--- src/rtl/mux_select_ctrl_pkg.sv ---
// Shared definitions for the mux select control block: debounce FSM encoding,
// default 50 MHz timing constants and a counter-width helper.
package mux_select_ctrl_pkg;

    typedef enum logic [1:0] {
        ST_IDLE_UP = 2'd0,
        ST_WAIT_DN = 2'd1,
        ST_DOWN    = 2'd2,
        ST_WAIT_UP = 2'd3
    } deb_state_t;

    // 10 ms debounce and 1 s auto-toggle at 50 MHz
    localparam int DEF_DEBOUNCE_CYCLES = 500000;
    localparam int DEF_AUTO_PERIOD     = 50000000;
    localparam int DEF_CNT_W           = 8;

    localparam int SYNC_STAGES = 2;

    // Width of a counter that must hold 0..n-1, never less than one bit
    function automatic int cnt_width(input int n);
        int w;
        w = $clog2(n);
        return (w < 1) ? 1 : w;
    endfunction

endpackage

--- src/rtl/mux_select_ctrl_debounce.sv ---
// Debouncer for one raw active-low key: two-flop synchronizer, four-state
// hysteresis FSM and a one-cycle registered press strobe.
module key_debounce
    import mux_select_ctrl_pkg::*;
#(
    parameter int DEBOUNCE_CYCLES = DEF_DEBOUNCE_CYCLES
)
(
    input  logic clock,
    input  logic reset,
    input  logic raw_n,
    output logic press
);

    localparam int                DCNT_W    = cnt_width(DEBOUNCE_CYCLES);
    localparam logic [DCNT_W-1:0] DCNT_LAST = DCNT_W'(DEBOUNCE_CYCLES - 1);

    logic [SYNC_STAGES-1:0] sync_reg;
    logic                   btn_s;

    deb_state_t        state_reg, state_next;
    logic [DCNT_W-1:0] dcnt_reg, dcnt_next;
    logic              press_reg, press_next;

    // Inverted on entry so the rest of the logic sees 1 = pressed
    always_ff @(posedge clock or posedge reset) begin
        if (reset) begin
            sync_reg <= '0;
        end else begin
            sync_reg <= {sync_reg[SYNC_STAGES-2:0], ~raw_n};
        end
    end

    assign btn_s = sync_reg[SYNC_STAGES-1];

    // Starting in DOWN forces a key held through reset to be released first
    always_ff @(posedge clock or posedge reset) begin
        if (reset) begin
            state_reg <= ST_DOWN;
            dcnt_reg  <= '0;
            press_reg <= 1'b0;
        end else begin
            state_reg <= state_next;
            dcnt_reg  <= dcnt_next;
            press_reg <= press_next;
        end
    end

    // dcnt defaults to zero so it is cleared on every state change
    always_comb begin
        state_next = state_reg;
        dcnt_next  = '0;
        press_next = 1'b0;
        case (state_reg)
            ST_IDLE_UP: begin
                if (btn_s) begin
                    state_next = ST_WAIT_DN;
                end
            end
            ST_WAIT_DN: begin
                if (!btn_s) begin
                    state_next = ST_IDLE_UP;
                end else if (dcnt_reg == DCNT_LAST) begin
                    state_next = ST_DOWN;
                    press_next = 1'b1;
                end else begin
                    dcnt_next = dcnt_reg + DCNT_W'(1);
                end
            end
            ST_DOWN: begin
                if (!btn_s) begin
                    state_next = ST_WAIT_UP;
                end
            end
            ST_WAIT_UP: begin
                if (btn_s) begin
                    state_next = ST_DOWN;
                end else if (dcnt_reg == DCNT_LAST) begin
                    state_next = ST_IDLE_UP;
                end else begin
                    dcnt_next = dcnt_reg + DCNT_W'(1);
                end
            end
            default: begin
                state_next = ST_DOWN;
            end
        endcase
    end

    assign press = press_reg;

endmodule

--- src/rtl/mux_select_ctrl.sv ---
// Select-line controller for the 2:1 mux: debounced key toggles sel, an optional
// auto divider toggles it periodically, and accepted presses are counted.
module mux_select_ctrl
    import mux_select_ctrl_pkg::*;
#(
    parameter int DEBOUNCE_CYCLES = DEF_DEBOUNCE_CYCLES,
    parameter int AUTO_PERIOD     = DEF_AUTO_PERIOD,
    parameter int CNT_W           = DEF_CNT_W
)
(
    input  logic             clock,
    input  logic             reset,
    input  logic             btn_n,
    input  logic             auto_en,
    output logic             sel,
    output logic             sel_pulse,
    output logic [CNT_W-1:0] press_count
);

    localparam int                ADIV_W    = cnt_width(AUTO_PERIOD);
    localparam logic [ADIV_W-1:0] ADIV_LAST = ADIV_W'(AUTO_PERIOD - 1);

    logic [1:0]             rst_sync_reg;
    logic                   rst_int;
    logic [SYNC_STAGES-1:0] auto_sync_reg;
    logic                   auto_s;
    logic [ADIV_W-1:0]      adiv_reg;
    logic                   tick;
    logic                   press;
    logic                   toggle;
    logic                   sel_reg;
    logic                   pulse_reg;
    logic [CNT_W-1:0]       count_reg;

    // Reset asserts at once everywhere but releases aligned to the clock
    always_ff @(posedge clock or posedge reset) begin
        if (reset) begin
            rst_sync_reg <= 2'b11;
        end else begin
            rst_sync_reg <= {rst_sync_reg[0], 1'b0};
        end
    end

    assign rst_int = rst_sync_reg[1];

    key_debounce #(
        .DEBOUNCE_CYCLES(DEBOUNCE_CYCLES)
    ) u_key (
        .clock(clock),
        .reset(rst_int),
        .raw_n(btn_n),
        .press(press)
    );

    always_ff @(posedge clock or posedge rst_int) begin
        if (rst_int) begin
            auto_sync_reg <= '0;
        end else begin
            auto_sync_reg <= {auto_sync_reg[SYNC_STAGES-2:0], auto_en};
        end
    end

    assign auto_s = auto_sync_reg[SYNC_STAGES-1];

    // Divider parks at zero while disabled so the first tick is a full period out
    always_ff @(posedge clock or posedge rst_int) begin
        if (rst_int) begin
            adiv_reg <= '0;
        end else if (!auto_s || adiv_reg == ADIV_LAST) begin
            adiv_reg <= '0;
        end else begin
            adiv_reg <= adiv_reg + ADIV_W'(1);
        end
    end

    assign tick   = auto_s && (adiv_reg == ADIV_LAST);
    assign toggle = press | tick;

    // A coincident press and tick collapse into a single flip
    always_ff @(posedge clock or posedge rst_int) begin
        if (rst_int) begin
            sel_reg   <= 1'b0;
            pulse_reg <= 1'b0;
            count_reg <= '0;
        end else begin
            pulse_reg <= toggle;
            if (toggle) begin
                sel_reg <= ~sel_reg;
            end
            if (press) begin
                count_reg <= count_reg + CNT_W'(1);
            end
        end
    end

    assign sel         = sel_reg;
    assign sel_pulse   = pulse_reg;
    assign press_count = count_reg;

endmodule

--- config.mk ---
export PLATFORM = sky130hd
export DESIGN_NAME = mux_select_ctrl
export DESIGN_NICKNAME = d
export VERILOG_FILES = /design/src/rtl/mux_select_ctrl_pkg.sv /design/src/rtl/mux_select_ctrl_debounce.sv /design/src/rtl/mux_select_ctrl.sv
export SDC_FILE = /design/constraint.sdc
export NUM_CORES = 1
export LEC_CHECK = 0
export ABC_AREA = 1
export BUFFER_PORTS_ARGS = -buffer_cell sky130_fd_sc_hd__buf_2
export CAP_MARGIN = 20
export CORE_MARGIN = 2
export CORE_UTILIZATION = 47
export CTS_CLUSTER_SIZE = 16
export DETAILED_ROUTE_END_ITERATION = 8
export PLACE_DENSITY = 0.65
export SLEW_MARGIN = 20
export SYNTH_ARGS = -nofsm -noshare
export SYNTH_HDL_FRONTEND = slang
export SYNTH_SLANG_ARGS = --single-unit
--- constraint.sdc ---
create_clock -name clock -period 3.5 [get_ports clock]
set_clock_uncertainty 0.1 [all_clocks]
set_input_delay 0.35 -clock clock [delete_from_list [all_inputs] [get_ports clock]]
set_output_delay 0.35 -clock clock [all_outputs]
set_load 0.02 [all_outputs]
Word-level counts from Yosys, hierarchy flattened
Index checks and enable logic that the tools add are counted.

storage, ports and cells
  bits in registers = 64
  bits in writable memories = 0
  output and inout bits = 10
  bits in read-only memories = 0
  bits in latches = 0
  memories = 0
  input bits = 4
  logic and storage cells = 45

cells by class
  $add $sub $neg = 3
  magnitude comparators = 0
  equal/unequal tests = 9
  divide/modulo/power cells = 0
  shifts and indexed selects = 0
  reductions and logical operators = 5
  $mul = 0
  multiplexer cells = 15
  bitwise gates (word level) = 3

operators by type and width
  cell                   count
  $mux 19                3
  $pmux 19 s2            1
  $add 26x1->26 const B  1
  $eq 26x26->1 const B   1
  $mux 26                1
  $add 19x1->19 const B  1
  $eq 19x19->1 const B   1
  $mux 2                 6
  $add 8x1->8 const B    1
  $pmux 2 s4             1
  $eq 2x2->1 const B     2
  $reduce_and 4->1       1
  $mux 1                 3
  $ne 3x1->1 const B     1
  $ne 3x3->1 const B     1
  $eq 2x1->1 const B     1
  $logic_not 2->1        1
  $ne 2x1->1 const B     1
  $ne 2x2->1 const B     1
  $not 1->1              2
  $logic_and 1x1->1      1
  $logic_not 1->1        1
  $logic_or 1x1->1       1
  $or 1x1->1             1

Longest topological paths before layout
  depth after elaboration = 4
  depth in mapped cells = 9
  depth with buffers taken out = 9

By module
From an unflattened synthesis, not the netlist that was laid out.

unflattened totals
  cell total of the unflattened synthesis = 454
  area total of the unflattened synthesis = 3485.8 µm²

modules (own cells, without submodules)
  module           sequential area each (µm²)  times used  cells each  area an instance (µm²)
  mux_select_ctrl  1003.5                      1           271         2080.7
  key_debounce     601.8                       1           183         1405.1

Least setup slack after synthesis
No wires, ideal clock.

  path kind = register -> register
  start = register u_key.dcnt_reg[0]
  end = register u_key.dcnt_reg[0]
  buffers on the path = 1
  setup slack = 1878 ps
  cell stages (with the launch flop) = 8
  setup time = 125 ps
  data required time = 3275 ps
  period minus slack after synthesis = 1622 ps
  data arrival time = 1397 ps
  cells stage by stage = dfrtp_1 > ha_1 > nand3_2 > nor2_1 > nand2_1 > nand2_2 > buf_6 > nor2_1

between the ends
  longest elaborated chain between the ends = 4
  elaborated cells on any way between the ends = 6
  those cells by class = add/sub: 1; eq/ne: 1; mux: 4

ends and longest elaborated chain
  item                                           RTL line                                                        text
  start, declared                                mux_select_ctrl_debounce.sv:22                                  logic [DCNT_W-1:0] dcnt_reg, dcnt_next;
  start signal, assigned                         mux_select_ctrl_debounce.sv:44                                  dcnt_reg <= dcnt_next;
  $add 19x1->19 or $eq 19x19->1 (tied branches)  -
  $mux 19 *                                      mux_select_ctrl_debounce.sv:63, mux_select_ctrl_debounce.sv:78
  $mux 19, on equally long branches              mux_select_ctrl_debounce.sv:76, mux_select_ctrl_debounce.sv:61
  $pmux 19 s2 *                                  mux_select_ctrl_debounce.sv:54                                  case (state_reg)
  via u_key.dcnt_next[0]                         mux_select_ctrl_debounce.sv:22

Mark *: on every way through the listed nets, which the timed path passes. The rest lies on a longest branch.
A chain may end at the register's enable or synchronous reset.

Worst setup path after layout
  start = register u_key.dcnt_reg[0]
  end = register u_key.dcnt_reg[16]

Same word-level chain as after synthesis.

==> metrics.csv <==
stage,metric,value,unit
run_status,status,finished clean,
floorplan,Core Area,6790,µm²
clocking,Max clock buf depth,2,
power_and_ir_drop,P per Cell Area,404,nW/µm²
floorplan,Chip Height,87.7,µm
floorplan,Die Wd,87.7,µm
floorplan,initial core utilization,0.485,
routing,highest metal layer with signal wires,met4,
timing,minimum clock period,1.84,ns
timing,Rel. slew slack,0.420,
yosys,"Distinct cells, synth",24,
hold_path,Hold Path End,auto_sync_reg[0],
run,Max-cap violations,0,
clocking,"CTS clk-pin slew, worst paths",0.07,ns
worst_setup_path,crit path DAT,1.95,ns
routing,met1 wire length,2980,µm
grt,vias in the first global route,2607,
power_and_ir_drop,power after layout,1.49,mW
worst_setup_path,worst r2r dst,u_key.dcnt_reg[16],
floorplan,DIE AREA,7700,µm²
worst_setup_path,nature of the critical path startpoint,flop,
clocking,# H-tree levels,3,
routing,Routed WL per cell,11.3,µm
placement,I/O Buffers,13,
grt,GR Util All Layers,0.185,
routing,# DRC,0,
hold_path,min-delay src,auto_en,
layout,ant diodes,0,
worst_setup_path,CP Cell Sequence,ha_1 -> nand3_2 -> nor2_1 -> nand2_1 -> nand2_2 -> nor2_1,
routing,antenna-violating nets left,0,
placement,GPL Wtd Cong,0.855,
timing,fmax,544,MHz
timing,fin. max-slew vios,0,
timing,final setup TNS,0,ns
timing,RSZ-0062 raised after global routing,false,
yosys,post-synth net total,433,
worst_setup_path,r2r worst-path depth,6,
layout,# fillers,654,
yosys,Syn Std Cell Area,3300,µm²
routing,via/cell ratio,4.71,
clocking,Post-CTS Setup Bufs,0,
routing,met2 WL,3050,µm
worst_setup_path,Crit path largest cell delay,0.46,ns
clocking,Clock Latency Late Sink,0.33,ns
clocking,Sink Count,64,
clocking,CTS tree,done,
grt,"Remaining Overflow, GRT",0,
routing,Pre-antenna DRT Iters,4,
hold_path,Hold Crit Class,primary input to flop,
routing,drt initial violations,89,
layout,layout cell share with drive strength beyond 1,0.106,
floorplan,Core Rows,30,
layout,"commonest non-fill, non-tap cell in the layout",nand2_1,
layout,number of flip-flops in the largest register,26,
yosys,Syn. warnings,0,
hold_path,Hold Path Stages,1,
grt,first-pass GRT wire length,11100,µm
power_and_ir_drop,Worst IR Drop VDD,0.000330,V
floorplan,IO Pins,14,
worst_setup_path,CP Class,flop to flop,
grt,pin count of the biggest net entering global routing,43,
timing,fin crit share,0.526,
worst_setup_path,Critical Path RT,3.61,ns
worst_setup_path,CP Max Fanout,19,
layout,Layout area overhead,11.8,%
grt,antenna violations before repair,0,
worst_setup_path,cell mode on critical path,nor2_1,
clocking,Root Buffer,clkbuf_8,
clocking,Inserted Clock Buffers,9,
yosys,average cell area after synthesis,7.74,µm²
yosys,sequential-to-total area share from yosys stat,0.487,
layout,most frequent cells in the layout,"nand2_1, nor2_1, dfrtp_1",
routing,vias after detailed routing,2593,
worst_setup_path,CP max stage cell,dfrtp_1,
layout,Final #Nets,456,
timing,Hold Fails Final Rpt,0,
yosys,count of state elements after synthesis,64,
yosys,Mapped Cells,426,
routing,routed wl met3,151,µm
timing,setup violators final,0,
placement,DP HPWL,4620,µm
routing,drt total wl,6240,µm
worst_setup_path,crit path capture type,flop,
timing,Worst Tran Pin Value,0.868,ns
worst_setup_path,RR Startpoint,u_key.dcnt_reg[0],
power_and_ir_drop,Leak Pwr,1.61,nW
worst_setup_path,worst reg2reg setup slack,1.66,ns
[metal layers]
metal | vias up | GRT usage
met5 | - | 0
met4 | 0 | 0.0601
met3 | 6 | 0.0490
met2 | 41 | 0.310
met1 | 1199 | 0.235
li1 | 1347 | -
[cells in the mapped netlist (all sizes together)]
master | n | area (µm²)
a31oi | 1 | 6.26
nand3 | 28 | 145
dfrtp | 61 | 1530
or2 | 1 | 6.26
dfstp | 3 | 78.8
nor2 | 113 | 449
inv | 46 | 173
nand4 | 7 | 43.8
xor2 | 24 | 210
nand3b | 1 | 7.51
conb | 1 | 3.75
xnor2 | 7 | 61.3
o21ai | 1 | 5.00
nand2 | 116 | 453
buf | 3 | 33.8
ha | 3 | 37.5
a21oi | 2 | 10.0
nor3 | 8 | 45.0
[worst max path at each step]
stage	slack (ns)	start	end	cells past startpoint
2_1_floorplan	1.52	rst_sync_reg[1]	adiv_reg[0]	1
6_report	1.66	u_key.dcnt_reg[0]	u_key.dcnt_reg[16]	6
4_1_cts	1.64	u_key.dcnt_reg[0]	u_key.dcnt_reg[16]	6
3_5_place_dp	1.65	u_key.dcnt_reg[0]	u_key.dcnt_reg[9]	6
5_1_grt	1.46	u_key.dcnt_reg[0]	u_key.dcnt_reg[14]	6
3_3_place_gp	1.74	u_key.dcnt_reg[0]	u_key.dcnt_reg[16]	6
[stage by stage]
step                      setup WS (ns)  hold slack (ns)  cell area (µm²)  instances   util
final                              1.66           0.0224             3680        550  0.542
after global routing               1.46          0.00117             3680        550  0.542
after CTS                          1.64          0.00543             3680        550  0.542
after detailed placement           1.65            0.237             3450        533  0.508
after global placement             1.74            0.233             3450        533  0.508
after floorplan                    1.52            0.162             3300        426      -
[power breakdown]
| part | leakage [nW] | internal (mW) | total, mW | switching [mW] |
|---|---|---|---|---|
| combinational | 0.632 | 0.00784 | 0.0353 | 0.0274 |
| clock | 0.110 | 0.402 | 0.698 | 0.296 |
| sequential | 0.869 | 0.748 | 0.755 | 0.00687 |
[repair_timing]
item | CTS | global route
hold buffers | 1 | 0
endpoints found under the hold margin | 2 | 0
gates resized for setup | 0 | 0
[cell type report]
cell class	count	area [µm²]	area share
Sequential cell	64	1610	0.436
Multi-Input combinational cell	313	1480	0.403
Inverter	46	173	0.0469
Clock buffer	9	124	0.0336
Tap cell	96	120	0.0326
Clock inverter	7	95.1	0.0258
Timing Repair Buffer	15	82.6	0.0224
[logic make-up after synthesis]
group,synth area share
AOI/OAI and AO/OA,0.00645
xor gates and xnor gates,0.0824
adders and majority gates,0.0114
buffers and inverters,0.0626
DFF,0.487
other,0.00114
and+or+nand+nor,0.349
[critical path: cells and delay by family (launching register included)]
| family | cells | cell delay (ns) |
|---|---|---|
| AND/OR/NAND/NOR | 5 | 0.84 |
| flip-flops | 1 | 0.46 |
| adder cells (fa/ha/maj) | 1 | 0.31 |
Note: power is estimated with default switching activity, not from simulation.
